--- config.mk ---
export PLATFORM = sky130hd
export DESIGN_NAME = serial_deser_rx_flat
export DESIGN_NICKNAME = d
export VERILOG_FILES = /design/src/rtl/serial_pkg.sv /design/src/rtl/serial_deser_rx_if.sv /design/src/rtl/serial_fifo.sv /design/src/rtl/serial_deser_rx.sv /design/src/flat_wrapper.sv
export SDC_FILE = /design/constraint.sdc
export NUM_CORES = 1
export LEC_CHECK = 0
export BUFFER_PORTS_ARGS = -buffer_cell sky130_fd_sc_hd__buf_2
export CAP_MARGIN = 20
export CORE_MARGIN = 2
export CORE_UTILIZATION = 45
export CTS_CLUSTER_SIZE = 24
export DETAILED_ROUTE_END_ITERATION = 10
export PLACE_DENSITY = 0.73
export SLEW_MARGIN = 0
export SYNTH_ARGS = -nofsm -noshare
export SYNTH_HDL_FRONTEND = slang
export SYNTH_HIERARCHICAL = 1
export SYNTH_SLANG_ARGS = --single-unit
--- constraint.sdc ---
create_clock -name clk -period 3.8 [get_ports clk]
set_clock_uncertainty 0.15 [all_clocks]
set_input_delay 0.19 -clock clk [delete_from_list [all_inputs] [get_ports clk]]
set_output_delay 0.19 -clock clk [all_outputs]
set_load 0.05 [all_outputs]
--- src/rtl/serial_pkg.sv ---
`timescale 1ns/1ps
`default_nettype none
// ============================================================================
//  Module      : serial_pkg
//  Description : Shared definitions for the serial deserialiser slice:
//                receiver FSM state encoding, serial line level constants
//                and the even-parity check helper.
//  Revision    : 1.0 - initial release
// ============================================================================
package serial_pkg;

  // Receiver FSM state encoding. PARITY is only reachable in the parity build.
  typedef enum logic [1:0] {
    IDLE   = 2'd0,
    DATA   = 2'd1,
    PARITY = 2'd2,
    STOP   = 2'd3
  } state_e;

  // Serial line levels.
  localparam logic START_BIT  = 1'b0;
  localparam logic STOP_BIT   = 1'b1;
  localparam logic IDLE_LEVEL = 1'b1;

  // Even parity: data bits plus parity bit must XOR to zero. Data is passed
  // zero-extended to 16 bits (the widest legal word), which does not change
  // the XOR reduction.
  function automatic logic parity_mismatch(input logic [15:0] data,
                                           input logic        pbit);
    return (^data) ^ pbit;
  endfunction

endpackage
`default_nettype wire

--- src/rtl/serial_deser_rx_if.sv ---
`timescale 1ns/1ps
`default_nettype none
// ============================================================================
//  Module      : serial_deser_rx_if
//  Description : Ready/valid word output bus of the serial receiver.
//                master : drives out_data / out_valid, samples out_ready
//                slave  : samples out_data / out_valid, drives out_ready
//  Ports       : out_data  [DATA_W] word at FIFO head
//                out_valid         out_data holds a valid word
//                out_ready         consumer accepts the word (pop on both high)
//  Revision    : 1.0 - initial release
// ============================================================================
interface serial_deser_rx_if #(
  parameter int DATA_W = 8
);

  logic [DATA_W-1:0] out_data;
  logic              out_valid;
  logic              out_ready;

  modport master (
    output out_data,
    output out_valid,
    input  out_ready
  );

  modport slave (
    input  out_data,
    input  out_valid,
    output out_ready
  );

endinterface
`default_nettype wire

--- src/rtl/serial_fifo.sv ---
`timescale 1ns/1ps
`default_nettype none
// ============================================================================
//  Module      : serial_fifo
//  Description : First-word-fall-through FIFO for received words.
//                A push into a full FIFO is accepted only when a pop occurs
//                in the same cycle; a pop from an empty FIFO is ignored.
//  Ports       : clk, reset_n         clock, async active-low reset
//                push, wdata[WIDTH]   write request and data
//                pop                  read request (head is removed)
//                rdata[WIDTH]         head word, 0 while empty
//                full, empty          status
//                level[log2(DEPTH)+1] words held, 0..DEPTH
//  Revision    : 1.0 - initial release
// ============================================================================
module serial_fifo #(
  parameter int WIDTH = 8,
  parameter int DEPTH = 4
) (
  input  wire logic                     clk,
  input  wire logic                     reset_n,
  input  wire logic                     push,
  input  wire logic [WIDTH-1:0]         wdata,
  input  wire logic                     pop,
  output logic      [WIDTH-1:0]         rdata,
  output logic                          full,
  output logic                          empty,
  output logic      [$clog2(DEPTH):0]   level
);

  localparam int AW = $clog2(DEPTH);
  localparam logic [AW:0] C_DEPTH = (AW+1)'(DEPTH);

  logic [WIDTH-1:0] r_mem [DEPTH];
  logic [AW-1:0]    r_wr_ptr;
  logic [AW-1:0]    r_rd_ptr;
  logic [AW:0]      r_count;

  logic w_push_ok;
  logic w_pop_ok;

  assign full  = (r_count == C_DEPTH);
  assign empty = (r_count == '0);
  assign level = r_count;

  // A full FIFO still takes a push when the head leaves in the same cycle.
  assign w_pop_ok  = pop & ~empty;
  assign w_push_ok = push & (~full | w_pop_ok);

  // Gating the head with empty keeps out_data at 0 after reset and between
  // words, without needing to reset the storage array.
  assign rdata = empty ? '0 : r_mem[r_rd_ptr];

  always_ff @(posedge clk) begin
    if (w_push_ok) begin
      r_mem[r_wr_ptr] <= wdata;
    end
  end

  // Pointers are log2(DEPTH) wide, so they wrap modulo DEPTH on their own.
  always_ff @(posedge clk or negedge reset_n) begin
    if (!reset_n) begin
      r_wr_ptr <= '0;
      r_rd_ptr <= '0;
      r_count  <= '0;
    end else begin
      if (w_push_ok) begin
        r_wr_ptr <= r_wr_ptr + 1'b1;
      end
      if (w_pop_ok) begin
        r_rd_ptr <= r_rd_ptr + 1'b1;
      end
      case ({w_push_ok, w_pop_ok})
        2'b10:   r_count <= r_count + 1'b1;
        2'b01:   r_count <= r_count - 1'b1;
        default: r_count <= r_count;
      endcase
    end
  end

endmodule
`default_nettype wire

--- src/rtl/serial_deser_rx.sv ---
`timescale 1ns/1ps
`default_nettype none
// ============================================================================
//  Module      : serial_deser_rx
//  Description : Serial frame receiver, one bit per clk (no oversampling).
//                Frame: start(0), DATA_W data bits LSB first, optional even
//                parity bit, stop(1). Good words go into a FWFT FIFO.
//  Config      : SERIAL_DESER_RX_PARITY_EN defined   -> parity bit present
//                SERIAL_DESER_RX_PARITY_EN undefined -> no parity bit,
//                                                       parity_err tied 0
//  Ports       : clk, reset_n      clock, async active-low reset
//                serial_in         serial line, idle high
//                rx_bus (master)   out_data / out_valid / out_ready
//                frame_err         1-cycle pulse, stop bit sampled low
//                parity_err        1-cycle pulse, parity mismatch
//                overrun           1-cycle pulse, word dropped, FIFO full
//                fill_level        words currently held
//  Revision    : 1.0 - initial release
// ============================================================================
module serial_deser_rx
  import serial_pkg::*;
#(
  parameter int DATA_W     = 8,
  parameter int FIFO_DEPTH = 4
) (
  input  wire logic                          clk,
  input  wire logic                          reset_n,
  input  wire logic                          serial_in,
  serial_deser_rx_if.master                  rx_bus,
  output logic                               frame_err,
  output logic                               parity_err,
  output logic                               overrun,
  output logic [$clog2(FIFO_DEPTH):0]        fill_level
);

  localparam int CW = $clog2(DATA_W);
  localparam logic [CW-1:0] C_LAST_BIT = CW'(DATA_W - 1);

  localparam logic [1:0] C_ST_IDLE   = IDLE;
  localparam logic [1:0] C_ST_DATA   = DATA;
  localparam logic [1:0] C_ST_PARITY = PARITY;
  localparam logic [1:0] C_ST_STOP   = STOP;

  logic [1:0]        r_state;
  logic [CW-1:0]     r_bit_cnt;
  logic [DATA_W-1:0] r_shift;
  logic              r_frame_err;
  logic              r_overrun;

  logic              w_perr;
  logic              w_stop_ok;
  logic              w_push;
  logic              w_pop;
  logic              w_full;
  logic              w_empty;
  logic [DATA_W-1:0] w_head;

  // --------------------------------------------------------------------------
  // Optional parity: pending error flag, its output pulse
  // --------------------------------------------------------------------------
`ifdef SERIAL_DESER_RX_PARITY_EN
  logic r_perr;
  logic r_parity_err;

  always_ff @(posedge clk or negedge reset_n) begin
    if (!reset_n) begin
      r_perr       <= 1'b0;
      r_parity_err <= 1'b0;
    end else begin
      r_parity_err <= 1'b0;
      if (r_state == C_ST_IDLE) begin
        r_perr <= 1'b0;
      end else if (r_state == C_ST_PARITY) begin
        r_perr <= parity_mismatch(16'(r_shift), serial_in);
      end else if (r_state == C_ST_STOP) begin
        // A low stop bit is reported as a framing error only.
        r_parity_err <= (serial_in == STOP_BIT) & r_perr;
        r_perr       <= 1'b0;
      end
    end
  end

  assign w_perr     = r_perr;
  assign parity_err = r_parity_err;
`else
  assign w_perr     = 1'b0;
  assign parity_err = 1'b0;
`endif

  // --------------------------------------------------------------------------
  // FIFO interface
  // --------------------------------------------------------------------------
  assign w_stop_ok = (r_state == C_ST_STOP) && (serial_in == STOP_BIT);
  assign w_push    = w_stop_ok & ~w_perr;
  assign w_pop     = ~w_empty & rx_bus.out_ready;

  serial_fifo #(
    .WIDTH (DATA_W),
    .DEPTH (FIFO_DEPTH)
  ) u_fifo (
    .clk     (clk),
    .reset_n (reset_n),
    .push    (w_push),
    .wdata   (r_shift),
    .pop     (w_pop),
    .rdata   (w_head),
    .full    (w_full),
    .empty   (w_empty),
    .level   (fill_level)
  );

  assign rx_bus.out_data  = w_head;
  assign rx_bus.out_valid = ~w_empty;
  assign frame_err        = r_frame_err;
  assign overrun          = r_overrun;

  // --------------------------------------------------------------------------
  // Receiver FSM, bit counter and shift register
  // --------------------------------------------------------------------------
  always_ff @(posedge clk or negedge reset_n) begin
    if (!reset_n) begin
      r_state     <= C_ST_IDLE;
      r_bit_cnt   <= '0;
      r_shift     <= '0;
      r_frame_err <= 1'b0;
      r_overrun   <= 1'b0;
    end else begin
      r_frame_err <= 1'b0;
      r_overrun   <= 1'b0;
      case (r_state)
        C_ST_IDLE: begin
          if (serial_in == START_BIT) begin
            r_state   <= C_ST_DATA;
            r_bit_cnt <= '0;
          end
        end

        C_ST_DATA: begin
          r_shift[r_bit_cnt] <= serial_in;
          if (r_bit_cnt == C_LAST_BIT) begin
`ifdef SERIAL_DESER_RX_PARITY_EN
            r_state <= C_ST_PARITY;
`else
            r_state <= C_ST_STOP;
`endif
          end else begin
            r_bit_cnt <= r_bit_cnt + 1'b1;
          end
        end

`ifdef SERIAL_DESER_RX_PARITY_EN
        C_ST_PARITY: begin
          r_state <= C_ST_STOP;
        end
`endif

        C_ST_STOP: begin
          // Always back to IDLE: a low stop bit is never taken as the next
          // start bit.
          r_state <= C_ST_IDLE;
          if (serial_in != STOP_BIT) begin
            r_frame_err <= 1'b1;
          end else if (!w_perr && w_full && !w_pop) begin
            // Full with a simultaneous pop is a normal push, not an overrun.
            r_overrun <= 1'b1;
          end
        end

        default: begin
          r_state <= C_ST_IDLE;
        end
      endcase
    end
  end

endmodule
`default_nettype wire

--- src/flat_wrapper.sv ---
// flat-port wrapper written by rule: the top's interface ports become plain ports
module serial_deser_rx_flat import serial_pkg::*;
#(
  parameter int DATA_W     = 8,
  parameter int FIFO_DEPTH = 4
)
  (clk, reset_n, serial_in, frame_err, parity_err, overrun, fill_level, rx_bus_out_data, rx_bus_out_valid, rx_bus_out_ready);
  serial_deser_rx_if #(.DATA_W(DATA_W)) rx_bus_i ();
  input  wire logic clk;
  input  wire logic reset_n;
  input  wire logic serial_in;
  output logic frame_err;
  output logic parity_err;
  output logic overrun;
  output logic [$clog2(FIFO_DEPTH):0] fill_level;
  output wire logic [$bits(rx_bus_i.out_data)-1:0] rx_bus_out_data;
  output wire logic [$bits(rx_bus_i.out_valid)-1:0] rx_bus_out_valid;
  input wire logic [$bits(rx_bus_i.out_ready)-1:0] rx_bus_out_ready;
  assign rx_bus_out_data = rx_bus_i.out_data;
  assign rx_bus_out_valid = rx_bus_i.out_valid;
  assign rx_bus_i.out_ready = rx_bus_out_ready;
  serial_deser_rx #(.DATA_W(DATA_W), .FIFO_DEPTH(FIFO_DEPTH)) u_core (.clk(clk), .reset_n(reset_n), .serial_in(serial_in), .rx_bus(rx_bus_i), .frame_err(frame_err), .parity_err(parity_err), .overrun(overrun), .fill_level(fill_level));
endmodule
==> summary.txt <==
peak per-stage delay on the critical path - 0.61 ns
die area - 5810 um^2
outcome - finished clean
I/O pins - 19
Max Fclk - 358 MHz
largest fanout on the critical path - 11
pre-CTS WS - 1.01 ns
Leak - 1.01 nW
largest net degree at the start of global routing - 23
number of global-route vias before repair - 1231
fin crit period - 2.80 ns
area share of the largest cell type after synthesis - 40.9%
sequential-to-total area share from yosys stat - 64.4%
Yosys cell types - 34
ant diodes - 0
Die H - 76.2 um
Worst-Margin Slew - 0.588 ns
port bufs - 17
Slew headroom - 60.8%
HP Class - in -> reg
Design Area, Final - 2580 um^2
post-DR vias/cell - 5.00
Worst VDD drop - 0.320 mV
share of cells above drive strength 1 - 29.0%
DRC - 0
Mapped Area - 2350 um^2
Clock Latency Late Sink - 0.29 ns
core footprint - 5070 um^2
Clk pin slew, worst setup/hold paths - 0.08 ns
Setup violations, final - 0
PwrDens - 853 nW/um^2
gate count of the mapped netlist - 150
Placer Congestion - 0.755
Tot Pwr - 0.00220 W
Total GRT Usage - 14.9%
WL final - 3870 um
final-report max-slew violation count - 0
first-pass GRT wire length - 6460 um
max cap viols - 0
Post-DP Area - 2490 um^2
die width - 76.2 um
area leader, netlist - edfxtp_1
register bit total from synthesis - 54
CTS root buf - clkbuf_8
Setup Fix Bufs, Post-CTS - 0
Final nets - 180
Worst Path Buf+Inv - 3
Post-Synthesis Mean Instance Area - 15.6 um^2
Slowest cell on crit path - or3_2
initial antenna violation count - 0
Worst EP required - 3.87 ns
leading post-synthesis cells by cell area - edfxtp_1 41%, dfrtp_1 23%, mux4_2 7.7%
crit-path cells - or3_2, inv_1, nor2b_1, o21a_4, inv_1, ha_1, inv_1, fa_1, xor2_1, nor2_1, xor2_1
final setup TNS - 0 ns
GRT overflow - 0
Starting Density - 46.3%
CTS sink cnt - 54
Final Hold Vio Count - 0
CP Launch Type - flop
Critical Path Most Common Cell - inv_1
WP data arrival - 2.87 ns
Post-DP HPWL - 2700 um
Post-Syn Nets - 162
RSZ-0062 raised after global routing - no
maximum clock insertion buffer count - 2
post-route clock period utilization - 73.6%
critical path class - reg -> reg
# fillers - 443
total CTS buffers - 5
DR vias - 1194
FP Rows - 26
antenna-violating nets left - 0
hold-fix buffers at CTS - 1
CTS resizes - 0
H-tree depth - 2
final worst slack - 1.00 ns
1st-iter DRT viols - 83
drt pass-1 iters - 4
YS warnings - 6
CP top delay family - simple AND/OR/NAND/NOR gates
drt wl/cell - 16.2 um
area growth from synthesis to layout - 9.86%
endpoint class of the critical path - flop
CTS tree - done
==> cell type report <==
class / instances / area, um^2 / area share (%)
Sequential cell: 54 / 1510 / 58.6
Timing Repair Buffer: 18 / 95.1 / 3.69
Multi-Input combinational cell: 78 / 762 / 29.5
Clock buffer: 6 / 72.6 / 2.81
Tap cell: 70 / 87.6 / 3.40
Clock inverter: 2 / 8.76 / 0.340
Inverter: 11 / 41.3 / 1.60
==> worst reg2reg max path: stages (launching register included) <==
cell and delay (ns):
dfrtp_1 0.43, or3_2 0.61, inv_1 0.11, nor2b_1 0.09, o21a_4 0.25, inv_1 0.06, ha_1 0.17, inv_1 0.07
fa_1 0.37, xor2_1 0.15, nor2_1 0.12, xor2_1 0.15
==> cells by family after synthesis <==
| family | synth area share, % |
|---|---|
| DFF | 64.4 |
| and+or+nand+nor | 9.92 |
| muxes | 12.6 |
| buffers and inverters | 3.14 |
| adders and majority gates | 4.58 |
| AOI/OAI and AO/OA | 2.98 |
| xor gates and xnor gates | 2.24 |
| other | 0.160 |
==> Yosys cell counts (all sizes together) <==
library cell and number:
a22oi 2, dfrtp 22, and2 13, and3 1, a21o 1, nor3 2
nand3b 3, xnor2 3, ha 7, mux2i 1, mux4 8, edfxtp 32
nand2 3, nor2 5, fa 1, nor3b 4, o21a 1, or3 1
mux2 9, a21oi 1, clkbuf 4, or3b 1, buf 3, inv 11
xor2 3, and3b 1, conb 1, nor2b 1, nand3 2, o2bb2ai 3
==> worst paths after layout <==
path                                                         start                                 end  slack (ns)  cells past startpoint
min in group asynchronous                                  reset_n     u_core/r_bit_cnt[0]$_DFFE_PN0P_        0.23                      2
worst min register to register  u_core/u_fifo/level[2]$_DFFE_PN0P_  u_core/u_fifo/level[2]$_DFFE_PN0P_        0.37                      1
worst min-delay path                                     serial_in          u_core/frame_err$_DFF_PN0_        0.05                      2
worst max register to register  u_core/u_fifo/level[0]$_DFFE_PN0P_  u_core/u_fifo/level[2]$_DFFE_PN0P_        1.00                     11
max in group asynchronous                                  reset_n       u_core/r_shift[2]$_DFFE_PN0P_        2.93                      2
worst max-delay path            u_core/u_fifo/level[0]$_DFFE_PN0P_  u_core/u_fifo/level[2]$_DFFE_PN0P_        1.00                     11
==> cell usage in the layout (no fill, tap or decap), types with 2 or more instances in the layout <==
cell	count
xnor2_1	3
clkbuf_8	5
mux2_2	8
nor3b_1	3
dfrtp_1	22
nor3_1	2
mux4_2	8
buf_2	17
edfxtp_1	32
inv_1	11
and2_1	9
nand3b_1	3
o2bb2ai_1	3
and2_2	4
xor2_1	3
nand3_1	2
nor2_1	5
a22oi_1	2
nand2_1	3
ha_1	7
==> stage by stage <==
| step | std cells | util, % | hold WS, ns |
|---|---|---|---|
| 2_1_floorplan | 150 | - | -0.256 |
| 3_3_place_gp | 230 | 49.0 | 0.0230 |
| 3_5_place_dp | 230 | 49.0 | 0.0371 |
| 4_1_cts | 239 | 50.8 | 0.0418 |
| 5_1_grt | 239 | 50.8 | 0.0682 |
| 6_report | 239 | 50.8 | 0.0464 |
==> sequential cells by signal, summed over array words and instances, names as in the netlist <==
signal and count:
u_core/u_fifo/level 3, u_core/r_bit_cnt 3, u_core/overrun 1, u_core/frame_err 1
u_core/r_shift 8, u_core/u_fifo/r_mem 32, u_core/r_state 2, u_core/u_fifo/r_wr_ptr 2
u_core/u_fifo/r_rd_ptr 2
==> layer usage <==
layer  up-vias  track usage (%)  routed length [um]
met2        13             25.0                2080
met5         -                0                   0
met3         4             3.55                  85
li1        570                -                   -
met1       607             18.8                1650
met4         0             5.82                  61
==> power by group <==
group	total (W)	switching, W	internal (W)	leakage (nW)
Clock	0.000294	0.000168	0.000126	0.0388
Combinational	0.000913	0.000546	0.000367	0.425
Sequential	0.000993	0.000193	0.000800	0.551
Power figures use the tool's default switching activity.
